File: config.mk
export PLATFORM = sky130hd
export DESIGN_NAME = ram_dp_clr
export DESIGN_NICKNAME = d
export VERILOG_FILES = /design/src/rtl/ram_dp_clr.sv
export SDC_FILE = /design/constraint.sdc
export NUM_CORES = 1
export LEC_CHECK = 0
export CAP_MARGIN = 20
export CORE_ASPECT_RATIO = 0.6
export CORE_UTILIZATION = 30
export CTS_CLUSTER_DIAMETER = 200
export DETAILED_ROUTE_END_ITERATION = 16
export PLACE_DENSITY = 0.44
export SYNTH_ARGS = -nofsm -noshare
export SYNTH_HDL_FRONTEND = slang
export SYNTH_SLANG_ARGS = --single-unit
export TNS_END_PERCENT = 30
File: constraint.sdc
create_clock -name clk -period 2 [get_ports clk]
set_input_delay 0.5 -clock clk [delete_from_list [all_inputs] [get_ports clk]]
set_output_delay 0.5 -clock clk [all_outputs]
set_load 0.05 [all_outputs]
File: src/rtl/ram_dp_clr.sv
// Simple dual-port RAM with a whole-array clear sweep, entered on reset or a clr pulse.
// Latency: reads return on the next cycle. While busy, all port requests are dropped.
module ram_dp_clr #(
  parameter int ADDR_WIDTH = 4,
  parameter int DATA_WIDTH = 8,
  parameter int RDW_MODE   = 0
) (
  input  logic                  clk,
  input  logic                  rst_n,
  input  logic                  we,
  input  logic [ADDR_WIDTH-1:0] waddr,
  input  logic [DATA_WIDTH-1:0] wdata,
  input  logic                  re,
  input  logic [ADDR_WIDTH-1:0] raddr,
  input  logic                  clr,
  output logic [DATA_WIDTH-1:0] rdata,
  output logic                  rvalid,
  output logic                  busy
);

  localparam int DEPTH = 2 ** ADDR_WIDTH;

  typedef enum logic {SWEEP = 1'b0, IDLE = 1'b1} state_t;

  state_t                state, state_nxt;
  logic [ADDR_WIDTH-1:0] sweep_cnt, sweep_cnt_nxt;
  logic                  mem_we;
  logic [ADDR_WIDTH-1:0] mem_waddr;
  logic [DATA_WIDTH-1:0] mem_wdata;
  logic                  rd_en;
  logic                  bypass;

  logic [DATA_WIDTH-1:0] mem [DEPTH];

  always_ff @(posedge clk or negedge rst_n) begin
    if (!rst_n) begin
      state     <= SWEEP;
      sweep_cnt <= '0;
    end else begin
      state     <= state_nxt;
      sweep_cnt <= sweep_cnt_nxt;
    end
  end

  always_comb begin
    state_nxt     = state;
    sweep_cnt_nxt = sweep_cnt;
    mem_we        = 1'b0;
    mem_waddr     = waddr;
    mem_wdata     = wdata;
    rd_en         = 1'b0;
    busy          = 1'b0;
    case (state)
      SWEEP: begin
        busy      = 1'b1;
        mem_we    = 1'b1;
        mem_waddr = sweep_cnt;
        mem_wdata = '0;
        if (sweep_cnt == {ADDR_WIDTH{1'b1}}) begin
          state_nxt     = IDLE;
          sweep_cnt_nxt = '0;
        end else begin
          sweep_cnt_nxt = sweep_cnt + 1'b1;
        end
      end
      IDLE: begin
        // A clear request drops a coincident write but still serves a read.
        rd_en = re;
        if (clr) begin
          state_nxt = SWEEP;
        end else if (we) begin
          mem_we = 1'b1;
        end
      end
      default: state_nxt = SWEEP;
    endcase
  end

  assign bypass = (RDW_MODE == 1) && mem_we && (mem_waddr == raddr);

  always_ff @(posedge clk) begin
    if (mem_we) begin
      mem[mem_waddr] <= mem_wdata;
    end
  end

  always_ff @(posedge clk or negedge rst_n) begin
    if (!rst_n) begin
      rdata  <= '0;
      rvalid <= 1'b0;
    end else begin
      rvalid <= rd_en;
      if (rd_en) begin
        rdata <= bypass ? wdata : mem[raddr];
      end
    end
  end

endmodule

# [Yosys cells after proc, flatten, opt, wreduce, memory -nomap -nowiden]
# Memories as Yosys holds them, arrays and structs flattened. A register that Yosys moved wholly into a read port is not among the register bits.
# Index checks and enable logic that the tools add are counted.
[word_totals] regBits=6 n_memories=1 input_bits=21 latchBits=0 out_inout_bits=10 romBits=0 ramBits=128
[memory_table] memory="mem" words=16 word_bits=8 rd=1 rd_ports_with_merged_regs=1 write_ports=1 line="33" text="logic [DATA_WIDTH-1:0] mem [DEPTH];"
[classes] n_addsub=1 n_mul=0 magnitude_cmp=0 div_mod_pow=0 eq_ne=1 shifts=0 reduce_logical=1 bitwise_logic=1 n_mux=13
[op_table] cell="$mux 1" count=8
[op_table] cell="$mux 4" count=2
[op_table] cell="$mux 8" count=1
[op_table] cell="$add 4x1->4 const B" count=1
[op_table] cell="$eq 4x4->1 const B" count=1
[op_table] cell="$pmux 1 s2" count=2
[op_table] cell="$logic_not 1->1" count=1
[op_table] cell="$not 1->1" count=1

# [Depth between registers and ports, before layout]
# Gate-level depths: netlist of run 1.
[depth] word_depth=5 mapped_depth=6 mapped_depth_nobuf=4

# [Least setup slack after synthesis of run 1]
# No wires, ideal clock.
[synth_path] path_type="flip-flop to flip-flop" startpoint="register state" endpoint="memory mem[1][0], enable pin" path_buffers=1 stages_incl_launch_ff=6 period_less_slack_ns=1.949 setup_ns=0.370 setup_slack_ns=0.051 arrival_ns=1.578 cell_sequence="dfrtp_1 > clkbuf_2 > inv_1 > nand2_1 > o32a_1 > nor2_1"
[synth_via] elab_chain_cells=4
[synth_rtl] item="start: declaration" line="25" text="state_t state, state_nxt;"
[synth_rtl] item="start signal: assignment" line="40" text="state <= state_nxt;"
[synth_rtl] item="$not 1->1"
[synth_rtl] item="$pmux 1 s2" line="53" text="case (state)"
[synth_rtl] item="$mux 1" line="82" text="if (mem_we) begin"
[synth_rtl] item="$mux 1 (implied by the code)" line="83" text="mem[mem_waddr] <= mem_wdata;"
[synth_rtl] item="end: declaration" line="33"
# Several ways; a longest one is shown, not always the timed one.

# [Worst setup path in the final report of run 1]
[layout_path] startpoint="register state" endpoint="output port busy"
[layout_via] elab_chain_cells=1
[layout_rtl] item="$mux 1" line="53"
[layout_rtl] item="end: declaration" line="18" text="output logic busy"
# No other way between the ends.

==> metrics.md, run 1 <==
| Metric | Value |
|---|---|
| Outcome | completed |
| Routed vias | 3251 |
| Slew at the pin with the worst max-slew slack | 0.830 ns |
| Clock slew seen by the registers of the worst setup and hold paths | 0.07 ns |
| WS Path Type | flip-flop to primary output |
| Total power | 9310 µW |
| Synth Register Bits | 142 |
| Antenna violations before repair | 0 |
| Final hold viol count | 0 |
| Top cells by area, synth | edfxtp_1, mux2i_1, dfrtp_1 |
| DRC viols | 0 |
| CTS sink count | 142 |
| Clock buffer depth | 2 |
| Placed wire-length estimate | 9490 µm |
| Final worst slack | 0.139 ns |
| Reg2reg start | state$_DFF_PN0_ |
| H-tree depth reported by CTS | 4 |
| Critical path data required time | 1.50 ns |
| Full die area | 19600 µm² |
| Pre-Repair DR Iteration Count | 5 |
| Crit. End Element | primary output |
| Vias in the first global route | 3421 |
| Post-synth top area cell | edfxtp_1 |
| Setup TNS | 0 ns |
| Root Driver | clkbuf_16 |
| Clk Latency, worst-skew pair | 0.41 ns |
| WHS | 0.420 ns |
| GR Util All Layers | 15.2% |
| RSZ-0062 raised after global routing | no |
| Initial DRC Count | 205 |
| Pwr dens | 1300 nW/µm² |
| Synth Area per Inst | 15.7 µm² |
| First-pass GRT wire length | 21000 µm |
| Min-Delay Path Class | primary input to async pin |
| Unique masters post-synth | 34 |
| Most frequent cells in the layout | edfxtp_1, mux2i_1, buf_4, nand2_1, nor2_1 |
| Final setup vio count | 0 |
| Peak VDD IR | 0.000567 V |
| Slew HR | 44.6% |
| Yosys top cell area share | 67.4% |
| Ys Warns | 0 |
| Arrival @ worst endpoint | 1.36 ns |
| CTS buffer count | 17 |
| Core Rows | 38 |
| Largest net degree at the start of global routing | 31 |
| Initial Util | 31.1% |
| Final global-route overflow total | 0 |
| Beginning of the critical path | state$_DFF_PN0_ |
| Minimum clock period | 1.86 ns |
| Cts hold-fix bufs | 0 |
| Commonest non-fill, non-tap cell in the layout | edfxtp_1 |
| Fin nets | 470 |
| Mapped Cells | 364 |
| Leakage power | 0.00271 µW |
| Worst slack at placement | -0.120 ns |
| F_max | 0.537 GHz |
| CTS tree | yes |
| Final Max Tran Viols | 0 |
| Syn Nets | 386 |
| Vias per inst | 4.64 |
| Die Height | 109 µm |
| Share of cells above drive strength 1 | 20.8% |
| Routed wire length per instance | 19.6 µm |
| Crit-path max FO | 10 |
| Setup Skew | 0.0109 ns |
| Area growth syn-to-layout | 26.1% |
| Startpoint Class | flip-flop |
| Sequential-to-total area share from yosys stat | 73.5% |
| Tcrit/Tclk final | 93.0% |
| Port Buf Inserts | 30 |
| Antenna-violating nets left | 0 |
| Layout fillers | 1712 |
| DIE WIDTH | 180 µm |
| Cell Area, Synth | 5700 µm² |
| Max-cap violations | 0 |
| Total Wirelength | 13800 µm |
| Top Ports | 31 |
| Gp weighted congestion | 0.764 |
| Core Region | 18400 µm² |
| Inserted Diodes | 0 |
-- cell families (layout without fill, tap and decap cells) --
kind of cell | count (synthesis) | in the layout | share of synthesized area [%]
multiplexers | 65 | 65 | 11.9
XOR/XNOR | 1 | 1 | 0.154
buffers and inverters | 19 | 116 | 1.97
flip-flops | 142 | 142 | 73.5
AO/OA/AOI/OAI | 33 | 33 | 3.90
AND/OR/NAND/NOR | 103 | 103 | 8.36
adder cells (fa/ha/maj) | 1 | 1 | 0.219
-- layout make-up --
cell class | count | area, µm² | share of cell area [%]
Sequential cell | 142 | 4190 | 58.3
Multi-Input combinational cell | 203 | 1400 | 19.4
Timing Repair Buffer | 80 | 737 | 10.2
Clock buffer | 18 | 439 | 6.11
Tap cell | 240 | 300 | 4.18
Clock inverter | 14 | 108 | 1.50
Inverter | 4 | 15.0 | 0.209
-- cells in the mapped netlist (all sizes together) --
| cell | n |
|---|---|
| edfxtp | 128 |
| mux2i | 62 |
| nand2 | 42 |
| nor2 | 21 |
| nand3 | 16 |
| a22oi | 15 |
| dfrtp | 14 |
| buf | 12 |
| and2 | 10 |
| a21oi | 9 |
| nand4 | 8 |
| inv | 4 |
| clkbuf | 3 |
| o21ai | 3 |
| mux4 | 2 |
| a21bo | 1 |
| a31oi | 1 |
| a32oi | 1 |
| and2b | 1 |
| ha | 1 |
| mux2 | 1 |
| nand2b | 1 |
| nand4b | 1 |
| nand4bb | 1 |
| nor2b | 1 |
| nor3 | 1 |
| o211ai | 1 |
| o31ai | 1 |
| o32a | 1 |
| xnor2 | 1 |
-- worst max-delay path: stages, from the launching register on --
cell	delay, ns
dfrtp_1	0.52
inv_1	0.19
buf_4	0.23
-- power breakdown --
group          internal [µW]  switching (µW)  leakage, µW  total [µW]
clock network           1630            1260     0.000254        2900
logic                    739            1410      0.00107        2150
registers               4050             219      0.00139        4270
-- sequential cells by signal (all words and copies together), names as in the netlist --
| signal | count |
|---|---|
| state | 1 |
| sweep_cnt | 4 |
| rdata | 8 |
| mem | 128 |
| rvalid | 1 |
-- path summary, 6_finish.rpt --
kind                                             end  slack, ns  cells after the start
worst min-delay path                 state$_DFF_PN0_       0.42                      2
max in group asynchronous       rdata[6]$_DFFE_PN0P_       1.36                      2
worst max-delay path                            busy       0.14                      2
min in group clk                rdata[6]$_DFFE_PN0P_       0.47                      2
worst max register to register  mem[13][0]$_DFFE_PP_       0.19                      2
worst min register to register  rdata[6]$_DFFE_PN0P_       0.47                      2
-- through the flow --
step	util [%]	instance area (µm²)	cells
after global placement	36.2	6650	669
after global routing	39.2	7190	701
after floorplan	-	5700	364
after CTS	39.2	7190	701
after detailed placement	36.2	6650	669
final	39.2	7190	701
-- layer usage --
| metal | GRT usage (%) | share of wire, % | vias up |
|---|---|---|---|
| met5 | 0 | 0 | - |
| met4 | 5.01 | 0.41 | 0 |
| met3 | 3.07 | 4.5 | 6 |
| met2 | 21.7 | 41 | 48 |
| met1 | 22.9 | 54 | 1640 |
| li1 | - | - | 1557 |
-- repair_timing --
item | CTS | global route
endpoints found under the hold margin | 0 | 0
resized for setup | 1 | 0
setup buffers | 0 | 0
setup endpoints to repair | 1 | 0
Power figures use the tool's default switching activity.
==> run 2, diff against run 1 <==
--- a/config.mk
+++ b/config.mk
@@ -10,6 +10,7 @@
 export CORE_UTILIZATION = 30
 export CTS_CLUSTER_DIAMETER = 200
 export DETAILED_ROUTE_END_ITERATION = 16
+export GPL_TIMING_DRIVEN = 0
 export PLACE_DENSITY = 0.44
 export SYNTH_ARGS = -nofsm -noshare
 export SYNTH_HDL_FRONTEND = slang
==> metrics.md, run 2 (synthesis results as in run 1) <==
| Metric | Value |
|---|---|
| Final instance area | 7180 µm² (about the same) |
| Clock slew seen by the registers of the worst setup and hold paths | 0.06 ns (about the same) |
| Core Rows | 38 (unchanged) |
| Most flop-heavy register | mem |
| H-tree depth reported by CTS | 4 (unchanged) |
| Full die area | 19600 µm² (unchanged) |
| WHS | 0.470 ns (+0.0510 ns) |
| Startpoint Class | flip-flop |
| Pwr dens | 1370 nW/µm² (+5.5%) |
| Final Max Tran Viols | 0 (unchanged) |
| DIE WIDTH | 180 µm (unchanged) |
| CTS tree | yes |
| Port Buf Inserts | 29 (-3.3%) |
| Commonest non-fill, non-tap cell in the layout | edfxtp_1 |
| Most frequent cells in the layout | edfxtp_1, mux2i_1, nand2_1, clkdlybuf4s50_1, clkbuf_16 |
| Final cell utilization of the core | 39.1% (about the same) |
| CTS sink count | 142 (unchanged) |
| Placed wire-length estimate | 9670 µm (+1.9%) |
| DRT met1 WL | 7480 µm (+0.99%) |
| Cts hold-fix bufs | 0 (unchanged) |
| Final worst slack | -0.0501 ns (-0.189 ns) |
| Crit-path max FO | 10 (unchanged) |
| Core Region | 18400 µm² (unchanged) |
| Clock buffer depth | 2 (unchanged) |
| Pre-Repair DR Iteration Count | 5 (unchanged) |
| Slew HR | 41.7% (-3.0 points) |
| F_max | 0.488 GHz (-9.2%) |
| Total Wirelength | 14200 µm (+3.5%) |
| Routed wire length per instance | 21.2 µm (+8.2%) |
| GR Util All Layers | 15.4% (+0.24 points) |
| Routed wl met3 | 733 µm (+20%) |
| Root Driver | clkbuf_16 |
| Largest net degree at the start of global routing | 17 (-45%) |
| Initial DRC Count | 256 (+25%) |
| CTS buffer count | 17 (unchanged) |
| Fin nets | 440 (-6.4%) |
| DRC viols | 0 (unchanged) |
| Top layer used by detailed routing | met4 |
| Largest registers | mem: 128 flops, rdata: 8 flops, sweep_cnt: 4 flops |
| Non-filler cells, final | 671 (-4.3%) |
| Final setup vio count | 18 (+18) |
| Failing checks | negative setup slack |
| Die Height | 109 µm (unchanged) |
| Total power | 9810 µW (+5.4%) |
| Max-cap violations | 0 (unchanged) |
| Antenna violations before repair | 0 (unchanged) |
| Share of cells above drive strength 1 | 20.4% (-0.41 points) |
| Clk Latency, worst-skew pair | 0.41 ns (about the same) |
| Gp weighted congestion | 0.817 (+7.0%) |
| Number of flip-flops in the largest register | 128 (unchanged) |
| Inserted Diodes | 0 (unchanged) |
| Leakage power | 0.00261 µW (-4.0%) |
| Peak VDD IR | 0.000626 V (+10%) |
| Min-Delay Path Class | flip-flop to flip-flop |
| Placed Instance Area | 6290 µm² (-5.3%) |
| Outcome | complete, but fails checks |
| Critical path data required time | 2.05 ns (+0.55 ns) |
| Crit. End Element | flip-flop |
| Routed vias | 3271 (+0.62%) |
| Post-placement cell count | 633 (-5.4%) |
| Minimum clock period | 2.05 ns (+0.189 ns) |
| Vias per inst | 4.87 (+5.1%) |
| Setup Skew | 0.00759 ns (-0.00332 ns) |
| Top Ports | 31 (unchanged) |
| First-pass GRT wire length | 21000 µm (+0.23%) |
| Area growth syn-to-layout | 25.9% (about the same) |
| Tcrit/Tclk final | 103% (+9.5 points) |
| Final global-route overflow total | 0 (unchanged) |
| Slew at the pin with the worst max-slew slack | 0.872 ns (+0.0417 ns) |
| WS Path Type | flip-flop to flip-flop |
| Antenna-violating nets left | 0 (unchanged) |
| Initial Util | 31.1% (unchanged) |
| Vias in the first global route | 3184 (-6.9%) |
| RSZ-0062 raised after global routing | yes |
| Final hold viol count | 0 (unchanged) |
| Arrival @ worst endpoint | 2.10 ns (+0.74 ns) |
| Met2 WL post-DR | 5920 µm (+4.5%) |
-- run 2: cell types whose count changed in the layout (fill, tap and decap cells not counted), sizes merged --
cell	change
buf	-44
inv	-5
clkinv	+1
dlygate4sd2	+8
clkbuf	+6
bufinv	+4
-- run 2: repair_timing --
item                                    4_1_cts  5_1_grt
gates cloned                                  0        0
setup buffers                                 0        6
resized for setup                            33       24
endpoints found under the setup margin      142      136
pin swaps                                     0        7
-- run 2: metal layers --
| metal | vias up | global-route usage, % |
|---|---|---|
| met5 | - | 0 |
| met4 | 0 | 4.58 |
| met3 | 9 | 3.34 |
| met2 | 89 | 21.8 |
| met1 | 1670 | 23.5 |
| li1 | 1503 | - |
-- run 2: worst paths after layout --
path                                      startpoint                        to  slack (ns)  cells after the start
worst max-delay path                 state$_DFF_PN0_       mem[2][1]$_DFFE_PP_       -0.05                      5
worst min-delay path            rdata[1]$_DFFE_PN0P_      rdata[1]$_DFFE_PN0P_        0.47                      2
worst max register to register       state$_DFF_PN0_       mem[2][1]$_DFFE_PP_       -0.05                      5
worst min register to register  rdata[1]$_DFFE_PN0P_      rdata[1]$_DFFE_PN0P_        0.47                      2
max in group asynchronous                      rst_n      rdata[6]$_DFFE_PN0P_        0.88                      1
min in group asynchronous                      rst_n  sweep_cnt[1]$_DFFE_PN0N_        0.58                      1
-- run 2: cell type report --
class                      count  area, µm²
clock buffer                  18        429
inverter                       4       15.0
buffer                        15        103
multi-input combinational    203       1550
sequential                   142       4190
tap                          240        300
timing repair buffer          35        397
clock inverter                14        194
fill                        1711      11200
-- run 2: per-stage QoR --
step / setup WS [ns] / TNS (ns)
finish: -0.0501 / -0.407
global route: -0.168 / -10.83
CTS: -0.175 / -11.64
detailed placement: -0.645 / -65.86
global placement: -0.635 / -64.57
floorplan: 0.0515 / 0
-- run 2: critical path, cell delays in order (launching register included) --
cell	delay [ns]
dfrtp_1	0.36
clkbuf_2	0.16
buf_2	0.21
o21ai_0	0.25
nand2_1	0.22
nor2_2	0.48
-- run 2: power by group --
group	switching, µW	internal [µW]	total (µW)
logic	1590	641	2230
clock network	1240	2090	3320
registers	200	4060	4260
